## src/rtl/range_calc_pkg.sv

```systemverilog
`default_nettype none
// +----------------------------------------------------------------------------+
// | range_calc_pkg : shared types and constants for the range-update unit      |
// | Rev 1.0                                                                    |
// +----------------------------------------------------------------------------+
package range_calc_pkg;

  localparam int RC_W       = 16;
  localparam int RC_LATENCY = 2 * RC_W + 3;

  typedef enum logic [2:0] {
    IDLE   = 3'd0,
    MUL_LO = 3'd1,
    DIV_LO = 3'd2,
    MUL_HI = 3'd3,
    DIV_HI = 3'd4,
    NORM   = 3'd5,
    DONE   = 3'd6
  } state_e;

  function automatic int calc_latency(input int w);
    return 2 * w + 3;
  endfunction

endpackage
`default_nettype wire

```

## src/rtl/range_seq_div.sv

```systemverilog
`default_nettype none
// +----------------------------------------------------------------------------+
// | range_seq_div : W-iteration restoring divider, 2W/W -> W quotient, MSB 1st |
// | Rev 1.0                                                                    |
// +----------------------------------------------------------------------------+
module range_seq_div #(
  parameter int W     = 16,
  parameter int CNT_W = $clog2(W + 1)
) (
  input  logic           clk,
  input  logic           reset,
  input  logic           start_i,
  input  logic [2*W-1:0] dividend_i,
  input  logic [W-1:0]   divisor_i,
  output logic           done_o,
  output logic [W-1:0]   quot_o
);

  logic [W-1:0]     rem_q, rem_d;
  logic [W-1:0]     quo_q, quo_d;
  logic [W-1:0]     div_q, div_d;
  logic [CNT_W-1:0] cnt_q, cnt_d;
  logic             busy_q, busy_d;

  logic [W:0]       w_trial;
  logic             w_ge;
  logic [W-1:0]     w_rem_next;

  // quo_q shifts dividend bits out of its MSB and quotient bits into its LSB
  assign w_trial    = {rem_q, quo_q[W-1]};
  assign w_ge       = (w_trial >= {1'b0, div_q});
  assign w_rem_next = w_ge ? W'(w_trial - {1'b0, div_q}) : W'(w_trial);

  assign done_o = busy_q && (cnt_q == CNT_W'(W - 1));
  assign quot_o = {quo_q[W-2:0], w_ge};

  always_comb begin
    rem_d  = rem_q;
    quo_d  = quo_q;
    div_d  = div_q;
    cnt_d  = cnt_q;
    busy_d = busy_q;
    if (start_i) begin
      rem_d  = dividend_i[2*W-1:W];
      quo_d  = dividend_i[W-1:0];
      div_d  = divisor_i;
      cnt_d  = '0;
      busy_d = 1'b1;
    end else if (busy_q) begin
      rem_d = w_rem_next;
      quo_d = {quo_q[W-2:0], w_ge};
      cnt_d = cnt_q + CNT_W'(1);
      if (cnt_q == CNT_W'(W - 1)) busy_d = 1'b0;
    end
  end

  always_ff @(posedge clk or posedge reset) begin
    if (reset) begin
      rem_q  <= '0;
      quo_q  <= '0;
      div_q  <= '0;
      cnt_q  <= '0;
      busy_q <= 1'b0;
    end else begin
      rem_q  <= rem_d;
      quo_q  <= quo_d;
      div_q  <= div_d;
      cnt_q  <= cnt_d;
      busy_q <= busy_d;
    end
  end

endmodule
`default_nettype wire

```

## src/rtl/range_updater_iter.sv

```systemverilog
`default_nettype none
// +----------------------------------------------------------------------------+
// | range_updater_iter : iterative range update, low_off=r*lo/t, range=r*hi/t- |
// | low_off. Optional renormalisation via RANGE_RENORM_EN.  Rev 1.0            |
// +----------------------------------------------------------------------------+
module range_updater_iter
  import range_calc_pkg::*;
#(
  parameter int W     = RC_W,
  parameter int CNT_W = $clog2(W + 1)
) (
  input  logic             clk,
  input  logic             reset,
  input  logic             in_valid,
  output logic             in_ready,
  input  logic [W-1:0]     range_in,
  input  logic [W-1:0]     cum_lo,
  input  logic [W-1:0]     cum_hi,
  input  logic [W-1:0]     total,
  output logic             out_valid,
  input  logic             out_ready,
  output logic [W-1:0]     range_out,
  output logic [W-1:0]     low_off,
  output logic             err_flag,
  output logic             busy
`ifdef RANGE_RENORM_EN
  , output logic [CNT_W-1:0] norm_shift
`endif
);

  state_e       state_q, state_d;
  logic [W-1:0] range_q, range_d;
  logic [W-1:0] clo_q, clo_d;
  logic [W-1:0] chi_q, chi_d;
  logic [W-1:0] tot_q, tot_d;
  logic [W-1:0] qlo_q, qlo_d;
  logic [W-1:0] rout_q, rout_d;
  logic [W-1:0] loff_q, loff_d;
  logic         err_q, err_d;

  logic           w_start;
  logic           w_div_done;
  logic [W-1:0]   w_quot;
  logic [2*W-1:0] w_prod;
  logic           w_bad;

`ifdef RANGE_RENORM_EN
  logic [W-1:0]     qhi_q, qhi_d;
  logic [CNT_W-1:0] nsh_q, nsh_d;
  logic [W-1:0]     w_diff;
  logic [CNT_W-1:0] w_lz;

  assign w_diff     = qhi_q - qlo_q;
  assign norm_shift = nsh_q;

  // Last matching iteration is the highest set bit, giving the leading-zero count
  always_comb begin
    w_lz = '0;
    for (int i = 0; i < W; i++) begin
      if (w_diff[i]) w_lz = CNT_W'(W - 1 - i);
    end
  end
`endif

  assign w_prod = (2*W)'(range_q) * (2*W)'((state_q == MUL_HI) ? chi_q : clo_q);
  assign w_bad  = (total == '0) || (cum_lo >= cum_hi) || (cum_hi > total);

  assign in_ready  = (state_q == IDLE);
  assign busy      = (state_q != IDLE);
  assign out_valid = (state_q == DONE);
  assign range_out = rout_q;
  assign low_off   = loff_q;
  assign err_flag  = err_q;

  range_seq_div #(
    .W     (W),
    .CNT_W (CNT_W)
  ) u_div (
    .clk        (clk),
    .reset      (reset),
    .start_i    (w_start),
    .dividend_i (w_prod),
    .divisor_i  (tot_q),
    .done_o     (w_div_done),
    .quot_o     (w_quot)
  );

  always_comb begin
    state_d = state_q;
    range_d = range_q;
    clo_d   = clo_q;
    chi_d   = chi_q;
    tot_d   = tot_q;
    qlo_d   = qlo_q;
    rout_d  = rout_q;
    loff_d  = loff_q;
    err_d   = err_q;
    w_start = 1'b0;
`ifdef RANGE_RENORM_EN
    qhi_d   = qhi_q;
    nsh_d   = nsh_q;
`endif
    case (state_q)
      IDLE: begin
        if (in_valid) begin
          range_d = range_in;
          clo_d   = cum_lo;
          chi_d   = cum_hi;
          tot_d   = total;
          if (w_bad) begin
            rout_d  = range_in;
            loff_d  = '0;
            err_d   = 1'b1;
`ifdef RANGE_RENORM_EN
            nsh_d   = '0;
`endif
            state_d = DONE;
          end else begin
            state_d = MUL_LO;
          end
        end
      end
      MUL_LO: begin
        w_start = 1'b1;
        state_d = DIV_LO;
      end
      DIV_LO: begin
        if (w_div_done) begin
          qlo_d   = w_quot;
          state_d = MUL_HI;
        end
      end
      MUL_HI: begin
        w_start = 1'b1;
        state_d = DIV_HI;
      end
      DIV_HI: begin
        if (w_div_done) begin
`ifdef RANGE_RENORM_EN
          qhi_d   = w_quot;
          state_d = NORM;
`else
          rout_d  = w_quot - qlo_q;
          loff_d  = qlo_q;
          err_d   = 1'b0;
          state_d = DONE;
`endif
        end
      end
`ifdef RANGE_RENORM_EN
      NORM: begin
        loff_d  = qlo_q;
        rout_d  = w_diff << w_lz;
        nsh_d   = (w_diff == '0) ? '0 : w_lz;
        err_d   = (w_diff == '0);
        state_d = DONE;
      end
`endif
      DONE: begin
        if (out_ready) state_d = IDLE;
      end
      default: state_d = IDLE;
    endcase
  end

  always_ff @(posedge clk or posedge reset) begin
    if (reset) begin
      state_q <= IDLE;
      range_q <= '0;
      clo_q   <= '0;
      chi_q   <= '0;
      tot_q   <= '0;
      qlo_q   <= '0;
      rout_q  <= '0;
      loff_q  <= '0;
      err_q   <= 1'b0;
`ifdef RANGE_RENORM_EN
      qhi_q   <= '0;
      nsh_q   <= '0;
`endif
    end else begin
      state_q <= state_d;
      range_q <= range_d;
      clo_q   <= clo_d;
      chi_q   <= chi_d;
      tot_q   <= tot_d;
      qlo_q   <= qlo_d;
      rout_q  <= rout_d;
      loff_q  <= loff_d;
      err_q   <= err_d;
`ifdef RANGE_RENORM_EN
      qhi_q   <= qhi_d;
      nsh_q   <= nsh_d;
`endif
    end
  end

endmodule
`default_nettype wire

```

## config.mk

```make
export PLATFORM = sky130hd
export DESIGN_NAME = range_updater_iter
export DESIGN_NICKNAME = d
export VERILOG_FILES = /design/src/rtl/range_calc_pkg.sv /design/src/rtl/range_seq_div.sv /design/src/rtl/range_updater_iter.sv
export SDC_FILE = /design/constraint.sdc
export NUM_CORES = 1
export LEC_CHECK = 0
export CAP_MARGIN = 20
export CORE_MARGIN = 2
export CORE_UTILIZATION = 33
export DETAILED_ROUTE_END_ITERATION = 16
export PLACE_DENSITY = 0.51
export SETUP_SLACK_MARGIN = 0.1
export SLEW_MARGIN = 20
export SYNTH_ARGS = -nofsm -noshare
export SYNTH_HDL_FRONTEND = slang
export SYNTH_SLANG_ARGS = --single-unit
```

## constraint.sdc

```tcl
create_clock -name clk -period 6.61 [get_ports clk]
set_input_delay 0.661 -clock clk [delete_from_list [all_inputs] [get_ports clk]]
set_output_delay 0.661 -clock clk [all_outputs]
set_load 0.05 [all_outputs]
```

==> Word level (Yosys, flattened, before mapping) <==
Index checks and enable logic that the tools add are counted.
{ "totals": {"ramBits": 0, "mem_bits_ro": 0, "wordCells": 75, "n_memories": 0, "in_bits": 68, "regBits": 170, "latch_bits": 0} }
{ "classes": {"n_eq_ne": 11, "n_div": 0, "multipliers": 1, "shifts": 0, "muxes": 30, "magnitude_cmp": 3, "n_bitwise": 0, "reduce_logical": 13, "n_addsub": 3} }
{ "op_table": {"columns": ["operator", "count"], "rows": [
  ["16-bit two-way mux", 12],
  ["16-bit case mux with 2 select lines", 2],
  ["16-bit by 16-bit multiplier with 32-bit output", 1],
  ["16-bit subtractor", 2],
  ["3-bit case mux with 6 select lines", 1],
  ["17-bit by 16-bit >= comparator with 1-bit output", 1],
  ["16-bit >= comparator", 1],
  ["16-bit > comparator", 1],
  ["16-bit logical NOT", 1],
  ["3-bit two-way mux", 5],
  ["5-bit two-way mux", 2],
  ["2-bit by 1-bit != test with 1-bit output (second input constant)", 4],
  ["4-bit AND reduction", 2],
  ["1-bit two-way mux", 7],
  ["3-bit by 2-bit equality test with 1-bit output (second input constant)", 2],
  ["3-bit equality test (second input constant)", 2],
  ["5-bit by 1-bit adder with 5-bit output (second input constant)", 1],
  ["5-bit by 4-bit equality test with 1-bit output (second input constant)", 1],
  ["2-bit AND reduction", 2],
  ["2-bit nonzero test", 2],
  ["3-bit by 1-bit equality test with 1-bit output (second input constant)", 1],
  ["3-bit logical NOT", 1],
  ["3-bit nonzero test", 1],
  ["1-bit logical OR", 2],
  ["4 further kinds", 4]
]} }

==> Depth between registers and ports, before layout <==
{ "depth": {"depth_word": 6, "ltp_mapped": 27, "ltp_nobuf": 25} }

==> Hierarchy <==
Synthesis repeated with hierarchy kept, for this count alone.
{ "hier_totals": {"hier_cells": 1917, "hier_area_um2": 18083.6} }
{ "by_module_without_submodules": {"columns": ["module", "cells_each", "seq_area_each_um2", "area_per_inst_um2", "n_inst"], "rows": [
  ["range_updater_iter", 1535, 2902.8, 14645.3, 1],
  ["range_seq_div", 382, 1351.3, 3438.3, 1]
]} }

==> Least setup slack after synthesis <==
OpenSTA, ideal clock, no wires.
{ "synth_path": {"kind": "register -> register", "startpoint": "register state_q[0]", "endpoint": "register u_div.rem_q[9]", "slack_ps": -452, "setup_ps": 137, "n_path_buf": 3, "period_less_slack_ps": 7062, "t_arrival_ps": 6925, "path_stages_with_launch": 26, "path_cell_list": "dfrtp_1 buf_2 nor2b_1 nand2_1 buf_2 mux2_2 clkbuf_1 nand2_1 fa_1 inv_1 fa_1 fa_1 fa_1 fa_1 inv_1 fa_1 inv_1 ha_1 a21o_1 a21o_1 or3_1 o221ai_2 a21boi_2 a311oi_1 xor2_1 o22ai_1"} }
{ "synth_between": {"elab_chain_cells": 4} }
{ "synth_rtl": {"columns": ["element", "line_no", "source"], "rows": [
  ["start, declared", "range_updater_iter.sv:31", "state_e state_q, state_d;"],
  ["start signal, assigned", "range_updater_iter.sv:182", "state_q <= state_d;"],
  ["3-bit by 2-bit equality test with 1-bit output / 3-bit by 1-bit equality test with 1-bit output (equally long branches)", "range_updater_iter.sv:65, range_updater_iter.sv:103", null],
  ["16-bit two-way mux / 2-bit OR reduction (equally long branches)", null, null],
  ["16-bit by 16-bit multiplier with 32-bit output / 1-bit two-way mux (equally long branches)", "range_updater_iter.sv:65, range_updater_iter.sv:103", null],
  ["16-bit two-way mux / 2-bit nonzero test (equally long branches)", null, null],
  ["end signal, assigned", "range_seq_div.sv:65", "rem_q <= rem_d;"],
  ["end, declared", "range_seq_div.sv:19", "logic [W-1:0] rem_q, rem_d;"]
]} }
Parallel ways exist; a longest one is shown, timed or not.
A chain may end at the register's enable or synchronous reset.

==> Worst setup path in the final report <==
{ "layout_path": {"startpoint": "register state_q[2]", "endpoint": "register u_div.rem_q[9]"} }
Same word-level chain as after synthesis.

==> qor.yml <==
worst_hold_path:
  min_from: "tot_q[0]$_DFFE_PP0P_"
  min_path_type: "register to register"
floorplan:
  placementRows: 85
  boundaryPins: 104
  core_um2: 53700
  initial_utilization_pct: 33.3
  die_area_um2: 56100
  fp.dieW_um: 237
  die_y_um: 237
detailed_routing:
  drt_iter0_drc: 519
  ant_nets: 0
  wl_met2_um: 23000
  route.met3.wl_um: 1310
  first_pass_iters: 4
  maxUsedRoutingLayer: "met4"
  wl_per_cell_um: 17.5
  met1Wirelength_um: 22200
  dr_total_vias: 13400
  drt-total-wl_um: 47800
  drc: 0
  viasPerCell: 4.90
yosys:
  synthMostInstantiatedCell: "inv_1"
  ys.flop_type: "dfrtp_1"
  synth.net_count: 2294
  yosysSeqAreaShare_pct: 23.8
  synth.top_cell.area_share_pct: 23.8
  ys_ff_latch: 170
  synthArstFlopShare_pct: 100
  synthTopCellsByArea: "dfrtp_1 (24%), fa_1 (22%), ha_1 (12%)"
  synthTopCellsByCount: "inv_1 (290), nand2_1 (224), fa_1 (196), dfrtp_1 (170), ha_1 (169)"
  syn-mean-instance-area_um2: 9.61
  synth-edff-count: 0
  mappedNetlistArea_um2: 17900
  syn_inst: 1861
  yosysTopAreaCell: "dfrtp_1"
  synth.distinct_cells: 72
  yosysWarnings: 0
clock_network:
  numCtsBuffers: 17
  clk_latency_ns: 0.48
  cts_max_level: 4
  clock_sinks: 170
  cts-root-buf: "clkbuf_16"
  cts_tree: "done"
  ctsLongestPathBuffers: 2
  cts.reportedPaths.clkPinSlew_ns: 0.07
placed_design:
  hpwl_um: 39400
  place_congestion: 0.834
  portBuffers: 103
  place_area_um2: 20300
timing:
  slew_viol_final: 0
  relSlewSlack_pct: 35.2
  rsz0062_at_grt: "yes"
  fmax_ghz: 0.152
  clock_skew_ns: 0.0164
  hold_viol: 0
  worstMarginPinSlew_ns: 0.972
  fin_crit_sh_pct: 99.8
  finalSetupViolations: 0
  min_period_ns: 6.59
worst_setup_path:
  path_max_fanout: 11
  worst_ep_required_time_ns: 6.96
  worstSetupStartpointType: "register"
  worstSetupPathType: "register to register"
  cp.arrival_ns: 6.95
  crit_start: "state_q[2]$_DFFE_PP0P_"
  r2r_start: "state_q[2]$_DFFE_PP0P_"
  worstSetupEndpointType: "register"
grt:
  globalRouteOverflowTotal: 0
  grt_max_degree: 105
  antenna_found_initial: 1
  grt_pass1_vias: 14200
  grt_pass1_wl_um: 78300
  grt.total_usage_pct: 18.0
finish:
  layout-drive-gt1-share_pct: 16.3
  fin_util_pct: 40.0
  final_cell_area_um2: 21500
  area_delta_synth_final_pct: 20.0
  finalNetCount: 2449
  nFillCells: 5325
status:
  outcome: "complete, no violations"
run:
  drv_cap: 0
cell type report:
type	count	area, µm²	area share (%)
repair buffers	208	1910	8.90
diodes	1	2.50	0.0117
inverters	290	1090	5.09
clock inverters	13	135	0.629
flip-flops and latches	170	4260	19.8
well taps	696	871	4.06
clock buffers	19	443	2.06
multi-input cells	1329	12800	59.4
metal layers:
layer  GRT usage, %  vias to the layer above
met2           30.0                      158
met4           6.23                        0
met5              0                        -
met3           2.79                       53
met1           23.7                     6753
li1               -                     6399
sequential cells by signal, indices dropped and copies added, names as in the netlist:
name and count:
low_off 16, qlo_q 16, clo_q 16, err_flag 1, u_div.busy_q 1, u_div.div_q 16
tot_q 16, u_div.rem_q 16, state_q 3, u_div.cnt_q 5, range_out 16, range_q 16
chi_q 16, u_div.quo_q 16
worst max-delay path, stage by stage, from the launching register on:
cell and delay (ns):
dfrtp_1 0.41, nor2b_4 0.14, nand2_4 0.08, buf_12 0.16
mux2_4 0.33, and2_4 0.17, fa_1 0.52, inv_1 0.05
fa_1 0.49, inv_2 0.04, fa_2 0.56, fa_1 0.44
fa_1 0.55, inv_1 0.05, fa_1 0.52, inv_2 0.06
ha_4 0.16, a21o_1 0.16, a21o_1 0.19, or3_4 0.39
o221ai_4 0.17, a21boi_2 0.08, buf_6 0.13, a311oi_4 0.30
xor2_1 0.19, o22ai_1 0.08
timing repair:
item                                    CTS  global route
hold buffers                              0             0
endpoints found under the setup margin   13            18
pin swaps                                37            55
resized for setup                        56            62
buffers inserted                          3             8
endpoints found under the hold margin     0             0
final timing paths:
| kind | end | slack [ns] | depth (start not counted) |
|---|---|---|---|
| min | u_div.div_q[0]$_DFFE_PP0N_ | 0.47 | 2 |
| min in group asynchronous | u_div.cnt_q[2]$_DFFE_PP0P_ | 0.74 | 2 |
| max in group asynchronous | low_off[3]$_DFFE_PP0P_ | 4.43 | 3 |
| max reg2reg | u_div.rem_q[9]$_DFFE_PP0P_ | 0.02 | 25 |
| max | u_div.rem_q[9]$_DFFE_PP0P_ | 0.02 | 25 |
| min reg2reg | u_div.div_q[0]$_DFFE_PP0N_ | 0.47 | 2 |
through the flow:
step | cells | setup slack [ns] | TNS, ns | hold slack, ns
final | 2726 | 0.0153 | 0 | 0.473
after global routing | 2725 | -0.167 | -1.00 | 0.497
after CTS | 2717 | -0.0466 | -0.0788 | 0.479
after detailed placement | 2682 | -0.207 | -0.816 | 0.460
after global placement | 2682 | -0.171 | -0.524 | 0.460
after floorplan | 1861 | 0.107 | 0 | 0.435
placed cells by master, fill, tap and decap left out, types with 27 or more instances in the layout:
cell type	Yosys	routed
xnor2_1	28	27
and2_1	83	78
fa_1	196	187
dfrtp_1	170	169
buf_4	1	86
nor2b_1	53	48
a21oi_1	52	47
inv_1	290	281
mux2_2	96	84
nand2_1	224	219
a21o_1	29	29
nor2_1	38	36
o21ai_0	89	83
ha_1	169	159
clkdlybuf4s50_1	0	103
logic make-up after synthesis:
kind of cell / after synthesis / share of synthesized area (%)
compound gates: 298 / 11.2
xor+xnor: 50 / 2.45
fa+ha+maj: 365 / 33.8
buf+inv: 362 / 7.74
flops: 170 / 23.8
mux: 123 / 7.55
simple gates: 493 / 13.5
Power is not shown: default switching activity piles up to over one toggle a cycle in this logic, so the estimate is an artifact.
